==> src/rtl/alu_share_arbiter.sv <==
// rtl/alu_share_arbiter.sv - two-requester arbiter for one shared ALU with a tagged, registered response buffer
// Define ALU_ARB_RR_EN for round-robin tie-break; otherwise requester 0 wins every tie.
module alu_share_arbiter #(
  parameter int DATA_WIDTH = 32,
  parameter int OP_WIDTH   = 4
) (
  input  logic                  clk,
  input  logic                  rst,
  input  logic                  req0_valid,
  input  logic [OP_WIDTH-1:0]   req0_op,
  input  logic [DATA_WIDTH-1:0] req0_a,
  input  logic [DATA_WIDTH-1:0] req0_b,
  output logic                  req0_ready,
  input  logic                  req1_valid,
  input  logic [OP_WIDTH-1:0]   req1_op,
  input  logic [DATA_WIDTH-1:0] req1_a,
  input  logic [DATA_WIDTH-1:0] req1_b,
  output logic                  req1_ready,
  output logic [DATA_WIDTH-1:0] alu_A,
  output logic [DATA_WIDTH-1:0] alu_B,
  output logic [OP_WIDTH-1:0]   alu_op,
  input  logic [DATA_WIDTH-1:0] alu_Result,
  input  logic                  alu_Overflow,
  input  logic                  alu_CarryOut,
  input  logic                  alu_Zero,
  output logic                  rsp_valid,
  input  logic                  rsp_ready,
  output logic                  rsp_id,
  output logic [DATA_WIDTH-1:0] rsp_result,
  output logic                  rsp_overflow,
  output logic                  rsp_carryout,
  output logic                  rsp_zero,
  output logic                  rsp_err
);

  typedef enum logic {EMPTY = 1'b0, FULL = 1'b1} state_t;

  state_t state;
  logic   last_gnt;
  logic   can_accept;
  logic   gnt0;
  logic   gnt1;
  logic   accept;
  logic   op_illegal;

  assign rsp_valid  = (state == FULL);
  assign can_accept = (state == EMPTY) | rsp_ready;
  assign accept     = (gnt0 | gnt1) & can_accept;
  assign req0_ready = gnt0 & can_accept;
  assign req1_ready = gnt1 & can_accept;

  always_comb begin
    gnt0 = 1'b0;
    gnt1 = 1'b0;
    if (req0_valid && req1_valid) begin
`ifdef ALU_ARB_RR_EN
      gnt0 = last_gnt;
      gnt1 = ~last_gnt;
`else
      gnt0 = 1'b1;
`endif
    end else begin
      gnt0 = req0_valid;
      gnt1 = req1_valid;
    end
  end

  // Idle drive is an AND of zeros so the ALU sits in a quiet state.
  always_comb begin
    alu_A  = '0;
    alu_B  = '0;
    alu_op = '0;
    if (gnt1) begin
      alu_A  = req1_a;
      alu_B  = req1_b;
      alu_op = req1_op;
    end else if (gnt0) begin
      alu_A  = req0_a;
      alu_B  = req0_b;
      alu_op = req0_op;
    end
  end

  always_comb begin
    op_illegal = 1'b0;
    case (alu_op)
      OP_WIDTH'(8), OP_WIDTH'(13), OP_WIDTH'(14), OP_WIDTH'(15): op_illegal = 1'b1;
      default: op_illegal = 1'b0;
    endcase
  end

  always_ff @(posedge clk) begin
    if (rst) begin
      state        <= EMPTY;
      last_gnt     <= 1'b1;
      rsp_id       <= 1'b0;
      rsp_result   <= '0;
      rsp_overflow <= 1'b0;
      rsp_carryout <= 1'b0;
      rsp_zero     <= 1'b0;
      rsp_err      <= 1'b0;
    end else begin
      // Tracked in both builds so the last owner stays observable for debug.
      last_gnt <= accept ? gnt1 : last_gnt;
      if (accept) begin
        state  <= FULL;
        rsp_id <= gnt1;
        if (op_illegal) begin
          rsp_result   <= '0;
          rsp_overflow <= 1'b0;
          rsp_carryout <= 1'b0;
          rsp_zero     <= 1'b0;
          rsp_err      <= 1'b1;
        end else begin
          rsp_result   <= alu_Result;
          rsp_overflow <= alu_Overflow;
          rsp_carryout <= alu_CarryOut;
          rsp_zero     <= alu_Zero;
          rsp_err      <= 1'b0;
        end
      end else if (state == FULL && rsp_ready) begin
        state <= EMPTY;
      end
    end
  end

endmodule

==> config.mk <==
export PLATFORM = sky130hd
export DESIGN_NAME = alu_share_arbiter
export DESIGN_NICKNAME = d
export VERILOG_FILES = /design/src/rtl/alu_share_arbiter.sv
export SDC_FILE = /design/constraint.sdc
export NUM_CORES = 1
export LEC_CHECK = 0
export CORE_AREA = 2 2 111 113
export CTS_CLUSTER_DIAMETER = 30
export CTS_CLUSTER_SIZE = 24
export DETAILED_ROUTE_END_ITERATION = 7
export DIE_AREA = 0 0 113 115
export PLACE_DENSITY = 0.65
export SLEW_MARGIN = 20
export SYNTH_ARGS = -nofsm -noshare
export SYNTH_HDL_FRONTEND = slang
export SYNTH_SLANG_ARGS = --single-unit
==> constraint.sdc <==
create_clock -name clk -period 3.5 [get_ports clk]
set_clock_uncertainty 0.2 [all_clocks]
set_input_delay 0.35 -clock clk [delete_from_list [all_inputs] [get_ports clk]]
set_output_delay 0.35 -clock clk [all_outputs]
set_load 0.02 [all_outputs]
# Word level (Yosys, flattened, before mapping)
# Cells that the tools add are included.
# W data, S select, Z words.
[totals] word_cells=37 ff_bits=38 ram_bits=0 latch_bits=0 input_bits=176 mem_count=0 out_inout_bits=108 mem_bits_ro=0
[classes] n_eq_ne=4 add_sub_neg=0 multipliers=0 n_mux=16 n_div=0 n_reduce_logical=4 n_bitwise=6 n_shift=0 n_lt_le_gt_ge=0
[ops] op="$mux W32" count=5
[ops] op="$eq A4 B4 Y1 const B" count=4
[ops] op="$mux W1" count=9
[ops] op="$mux W4" count=2
[ops] op="$reduce_or A4 Y1" count=1
[ops] op="$and A1 B1 Y1" count=3
[ops] op="$logic_and A1 B1 Y1" count=2
[ops] op="$or A1 B1 Y1" count=2
[ops] op="$reduce_bool A2 Y1" count=1
[ops] op="$not A1 Y1" count=1

# Logic depth before layout (Yosys ltp)
# Gate-level depths: netlist (run 1).
[logic_depth] word_depth=8 ltp_mapped=6

# Worst setup path after synthesis (run 1)
# No wires, ideal clock.
[synth_path] path_type="input port to output port" startpoint="input req0_valid" endpoint="output alu_A[12]" t_arrival_ns=1.429 path_stages=5 setup_slack_ns=1.521 required_time_ns=2.950 path_cell_list="buf_2 nor2b_1 clkbuf_1 buf_1 a22o_1"
[synth_between] elab_chain_cells=4
[synth_rtl] item="start: declaration" line_no="9" rtl="input logic req0_valid,"
[synth_rtl] item="$logic_and A1 B1 Y1" line_no="55" rtl="if (req0_valid && req1_valid) begin"
[synth_rtl] item="$mux W1" line_no="55"
[synth_rtl] item="$mux W32" line_no="77" rtl="end else if (gnt0) begin"
[synth_rtl] item="$mux W32 (*)" line_no="73" rtl="if (gnt1) begin"
[synth_rtl] item="end: declaration" line_no="19" rtl="output logic [DATA_WIDTH-1:0] alu_A,"
# Every way passes the cells marked *; elsewhere a longest branch is shown, timed or not.

# Worst setup path in the final report (run 1)
[layout_path] startpoint="input req1_valid" endpoint="output alu_B[27]"
[layout_between] elab_chain_cells=4
[layout_rtl] item="start: declaration" line_no="14" rtl="input logic req1_valid,"
[layout_rtl] item="$logic_and A1 B1 Y1" line_no="55"
[layout_rtl] item="$mux W1" line_no="55"
[layout_rtl] item="$mux W32" line_no="77"
[layout_rtl] item="$mux W32 (*)" line_no="73"
[layout_rtl] item="end: declaration" line_no="20" rtl="output logic [DATA_WIDTH-1:0] alu_B,"
# Marked as above.

==> results of run 1 <==
==> where the power goes <==
part | switching, uW | internal [uW]
combinational | 321 | 421
sequential | 16.0 | 467
clock | 169 | 428
==> worst reg2reg max path: cells and delay by family, from the launching register on <==
family | cells | cell delay [ns]
flops | 1 | 0.31
simple gates | 2 | 0.21
buf+inv | 2 | 0.65
mux | 1 | 0.18
compound gates | 1 | 0.24
==> cells in the mapped netlist, drive strengths merged (3+ instances only) <==
master	number	area [sq um]
mux2i	35	350
nor2b	4	25.0
a211oi	35	263
nor3	3	15.0
nand2	4	15.0
nor2	5	26.3
o21ai	5	25.0
clkbuf	11	41.3
a22o	64	561
buf	19	104
dfxtp	38	761
==> per-layer routing <==
layer | share of wire, % | track usage [%]
met3 | 10 | 5.75
met2 | 49 | 29.7
met1 | 40 | 21.6
met4 | 0.51 | 2.60
met5 | 0 | 0
==> state kept, by name, indices dropped and copies added, names as in the netlist <==
name,count
rsp_err,1
rsp_id,1
rsp_zero,1
rsp_carryout,1
rsp_valid,1
rsp_overflow,1
rsp_result,32
==> through the flow <==
step	instances	utilization (%)	setup slack (ns)	hold slack, ns	area (sq um)
final	648	45.9	0.625	0.287	5420
after global routing	648	45.9	0.518	0.346	5420
after CTS	648	45.9	0.614	0.297	5420
after detailed placement	640	44.2	0.614	0.289	5220
after global placement	640	44.2	0.674	0.276	5220
after floorplan	233	-	1.52	0.360	2260
==> path summary, 6_finish.rpt <==
check	startpoint	to	cells after the start
max reg2reg	rsp_valid	rsp_result[13]	6
max	req1_valid	alu_B[27]	5
min reg2reg	rsp_id	rsp_id	2
min	rsp_id	rsp_id	2
==> final cells by class <==
cell class | count | area [sq um] | area share [%]
repair buffers | 290 | 2910 | 53.6
multi-input cells | 163 | 1360 | 25.1
flip-flops and latches | 38 | 761 | 14.0
well taps | 147 | 184 | 3.40
clock buffers | 6 | 139 | 2.56
clock inverters | 2 | 60.1 | 1.11
inverters | 2 | 7.51 | 0.139
==> cells by family (layout without fill, tap and decap cells) <==
kind of cell | Yosys count | after routing
buffers and inverters | 32 | 300
XOR/XNOR | 1 | 1
multiplexers | 35 | 35
AND/OR/NAND/NOR | 20 | 20
AO/OA/AOI/OAI | 107 | 107
flip-flops | 38 | 38
==> impl_metrics.toml, run 1 <==
[sta]
finalCritPeriodShare_pct = 82.1
period_minus_slack_ns = 2.87
setup_viol_count_final = 0
tns_ns = 0
rsz0062_at_grt = "no"
slew_headroom_pct = 34.5
hold_violations = 0
tightest_slew_ns = 0.979
drv_slew = 0
timing.fmax_ghz = 0.348

[pwr]
p_total_uw = 1820
powerDensity_nw_per_um2 = 336
leakage_uw = 0.00212
vdd_ir_drop_max_mv = 0.171

[detailed_routing]
detail_route.vias_per_cell = 4.65
dr.pass1.iters = 6
wl_per_cell_um = 18.3
drt-initial-drc-count = 138
drt_drc_violations_left = 13
antenna_left = 0
drt-total-wl_um = 11900
dr_total_vias = 3015

[synthesis]
synth_nets = 409
avgSynthCellArea_sq_um = 9.71
async_reset_ff_share_pct = 0
synthMuxAreaShare_pct = 15.5
yosys_warnings = 0
synth_compound_area_share_pct = 38.4
yosysSeqAreaShare_pct = 33.6
synth_adder_area_share_pct = 0
synthSimpleGateAreaFrac_pct = 5.03
synth_top_family_by_area = "compound AO/OA/AOI/OAI gates"
netlist_instances = 233
synth_flop_cell = "dfxtp_1"
ys_types = 21
synth-seq-cells = 38
synth_xor_area_share_pct = 0.719
syn_area_sq_um = 2260
synth-edff-count = 0

[cts]
clock_sinks = 38
cts_tree = "done"
clock_path_buffers = 2
cts_resized = 0
post_cts_buffers = 0
holdBufCountCts = 0
cts_root_buffer = "clkbuf_16"
clock_latency_ns = 0.27
cts.clk_slew.worst_paths_ns = 0.06
htreeDepth = 2
numCtsBuffers = 5

[worst_setup_path]
cpLargestDelayFamily = "buffers and inverters"
critPathLaunchType = "input pin"
worstPathCellList = "clkdlybuf4s50_1 > nor2b_4 > buf_12 > a22o_1 > clkdlybuf4s50_1"
cp-end-kind = "output port"
critPathArrivalTime_ns = 2.32
worst_ep_required_time_ns = 2.95
crit_buf_inv = 3
crit_type = "input pin to output port"
crit_top_cell = "clkdlybuf4s50_1"
critPathMaxStageDelay_ns = 0.64
reg2reg_slack_ns = 1.60
cpMaxStageDelayCell = "clkdlybuf4s50_1"
cp_max_fo = 64

[global_routing]
antenna_found_initial = 0
grt_pass1_wl_um = 17700
grtUsageTotal_pct = 17.3
overflow = 0
grt_max_degree = 65
grt_pass1_vias = 3094

[cells_and_area]
layout-drive-gt1-share_pct = 4.19
syn_to_final_growth_pct = 139
diodes = 0
fillCellCount = 1129
nets = 676
final_cell_mix = "clkdlybuf4s50_1, a22o_1, dfxtp_1"
final_common_cell = "clkdlybuf4s50_1"

[floorplanning]
fp.dieArea_sq_um = 13000
die_h_um = 115
coreArea_sq_um = 11800
fp.dieW_um = 113
start_util_pct = 19.2
rows = 40
io_pins = 284

[place]
post-dp-hpwl_um = 9580
io_buffers = 283
gp_congestion = 0.877

[outcome]
status = "finished, violations left"
violations = "DRC"

[job]
maxCapViolations = 0

[worst_hold_path]
hold_path.class = "flip-flop to flip-flop"
(Power assumes the default switching activity.)
==> run 2: changes to the inputs <==
--- a/config.mk
+++ b/config.mk
@@ -5,12 +5,12 @@
 export SDC_FILE = /design/constraint.sdc
 export NUM_CORES = 1
 export LEC_CHECK = 0
-export CORE_AREA = 2 2 111 113
+export CORE_AREA = 2 2 110 112
 export CTS_CLUSTER_DIAMETER = 30
 export CTS_CLUSTER_SIZE = 24
 export DETAILED_ROUTE_END_ITERATION = 7
-export DIE_AREA = 0 0 113 115
-export PLACE_DENSITY = 0.65
+export DIE_AREA = 0 0 112 114
+export PLACE_DENSITY = 0.68
 export SLEW_MARGIN = 20
 export SYNTH_ARGS = -nofsm -noshare
 export SYNTH_HDL_FRONTEND = slang
==> constraint.sdc (replaced) <==
create_clock -name clk -period 2.32 [get_ports clk]
set_clock_uncertainty 0.2 [all_clocks]
set_input_delay 0.232 -clock clk [delete_from_list [all_inputs] [get_ports clk]]
set_output_delay 0.232 -clock clk [all_outputs]
set_load 0.02 [all_outputs]
==> impl_metrics.toml, run 2 (same netlist as run 1, synthesis figures left out) <==
[sta]
timing.fmax_ghz = 0.458
drv_slew = 0
hold-worst-slack_ns = 0.324
finalCritPeriodShare_pct = 94.1
tns_ns = 0
hold_violations = 0
rsz0062_at_grt = "no"
setup_viol_count_final = 0
slew_headroom_pct = 56.6
setup_ws_ns = 0.138
tightest_slew_ns = 0.649
period_minus_slack_ns = 2.18

[cells_and_area]
fillCellCount = 1150
largest_register_ff_count = 32
stdcell_count = 655
layout-drive-gt1-share_pct = 6.34
final_cell_mix = "clkdlybuf4s50_1, a22o_1, dlygate4sd2_1"
syn_to_final_growth_pct = 140
post-route-util_pct = 46.4
nets = 680
final_common_cell = "clkdlybuf4s50_1"
largest-register = "rsp_result"

[pwr]
swShare_pct = 30.3
p_int_uw = 1740
clockPowerShare_pct = 26.6
vdd_ir_drop_max_mv = 0.353
switching_power_uw = 757
leakage_uw = 0.00239
p_comb_share_pct = 44.2
p_seq_share_pct = 29.2
powerDensity_nw_per_um2 = 460

[floorplanning]
fp.dieW_um = 112
coreArea_sq_um = 11700
start_util_pct = 19.3
fp.dieArea_sq_um = 12800
rows = 40
die_h_um = 114
io_pins = 284

[detailed_routing]
drt-total-wl_um = 12400
detail_route.vias_per_cell = 4.68
dr_total_vias = 3067
drt-initial-drc-count = 140
wl_per_cell_um = 18.9
dr.pass1.iters = 4
antenna_left = 0
drt_drc_violations_left = 0

[cts]
numCtsBuffers = 5
cts_root_buffer = "clkbuf_16"
clock_latency_ns = 0.27
cts.clk_slew.worst_paths_ns = 0.05
htreeDepth = 2
clock_path_buffers = 2
clock_sinks = 38
cts_tree = "done"

[global_routing]
overflow = 0
grt_max_degree = 56
grt_pass1_vias = 3237
antenna_found_initial = 3
grt_pass1_wl_um = 18300
grtUsageTotal_pct = 18.4

[place]
gp_congestion = 0.885
post-dp-hpwl_um = 10100
place_inst = 644
io_buffers = 283
place_ws_ns = -0.130

[worst_setup_path]
critPathMaxStageDelay_ns = 0.50
cp_max_fo = 54
cpMaxStageDelayCell = "clkdlybuf4s50_1"
critPathLaunchType = "input pin"
critPathArrivalTime_ns = 1.75
worst_ep_required_time_ns = 1.89
crit_type = "input pin to output port"
worstPathCellList = "clkdlybuf4s50_1 > nor2b_4 > buf_12 > a22o_1 > dlygate4sd2_1"
cp-end-kind = "output port"

[job]
maxCapViolations = 0

[worst_hold_path]
hold_path.class = "flip-flop to flip-flop"

[outcome]
status = "finished clean"
==> run 2: cell types whose count changed in the layout (fill, tap and decap cells not counted), sizes merged <==
cell / delta
clkbuf: +1
bufinv: -2
clkdlybuf4s50: -68
diode: +3
clkinv: +1
dlymetal6s2s: +8
dlygate4sd2: +52
buf: +12
==> run 2: worst paths after layout <==
kind | slack, ns | cells after the start | from | endpoint
setup reg to reg | 0.60 | 6 | rsp_valid | rsp_result[11]
hold reg to reg | 0.32 | 2 | rsp_id | rsp_id
hold / removal | 0.32 | 2 | rsp_id | rsp_id
setup / recovery | 0.14 | 5 | req1_valid | alu_B[28]
==> run 2: layout make-up <==
cell class	instances	area, sq um	share of cell area (%)
sequential	38	761	14.0
tap	147	184	3.38
inverter	2	7.51	0.138
clock buffer	7	143	2.62
clock inverter	1	5.00	0.0920
multi-input combinational	163	1360	25.0
timing repair buffer	294	2970	54.6
antenna	3	7.51	0.138
==> run 2: per-layer routing <==
layer	GRT usage (%)	vias to the layer above	share of wire, %
li1	-	1470	-
met1	20.9	1416	39
met2	33.0	163	50
met3	6.00	18	8.8
met4	5.37	0	2.5
met5	0	-	0
==> run 2: through the flow <==
stage	power [uW]	cell area [sq um]
after floorplan	1220	2260
after global placement	1900	5330
after detailed placement	1900	5330
after CTS	2540	5410
after global routing	2620	5440
final	2500	5440
==> run 2: critical path: cells and delay by family <==
family | cells | cell delay, ns
and+or+nand+nor | 1 | 0.19
buffers and inverters | 3 | 1.09
AOI/OAI and AO/OA | 1 | 0.20
==> run 2: what timing repair did <==
item,4_1_cts,5_1_grt
hold buffers,0,0
buffers inserted,0,0
gates resized for setup,52,8
pin swaps,0,0
hold endpoints to repair,0,0
endpoints found under the setup margin,52,8
cloned,0,0
==> run 2: power groups by stage <==
| stage | logic, uW | registers [uW] | clock network [uW] |
|---|---|---|---|
| global placement | 1160 | 743 | 0 |
| floorplan | 416 | 804 | 0 |
| global route | 1170 | 737 | 705 |
| finish | 1100 | 730 | 666 |
| detailed placement | 1160 | 745 | 0 |
| CTS | 1120 | 731 | 686 |
==> run 3: changes to the inputs <==
--- a/config.mk
+++ b/config.mk
@@ -10,6 +10,7 @@
 export CTS_CLUSTER_SIZE = 24
 export DETAILED_ROUTE_END_ITERATION = 7
 export DIE_AREA = 0 0 112 114
+export GPL_ROUTABILITY_DRIVEN = 1
 export PLACE_DENSITY = 0.68
 export SLEW_MARGIN = 20
 export SYNTH_ARGS = -nofsm -noshare
==> results of run 3 <==
Final layout, timing and power as in run 2 (identical DEF).
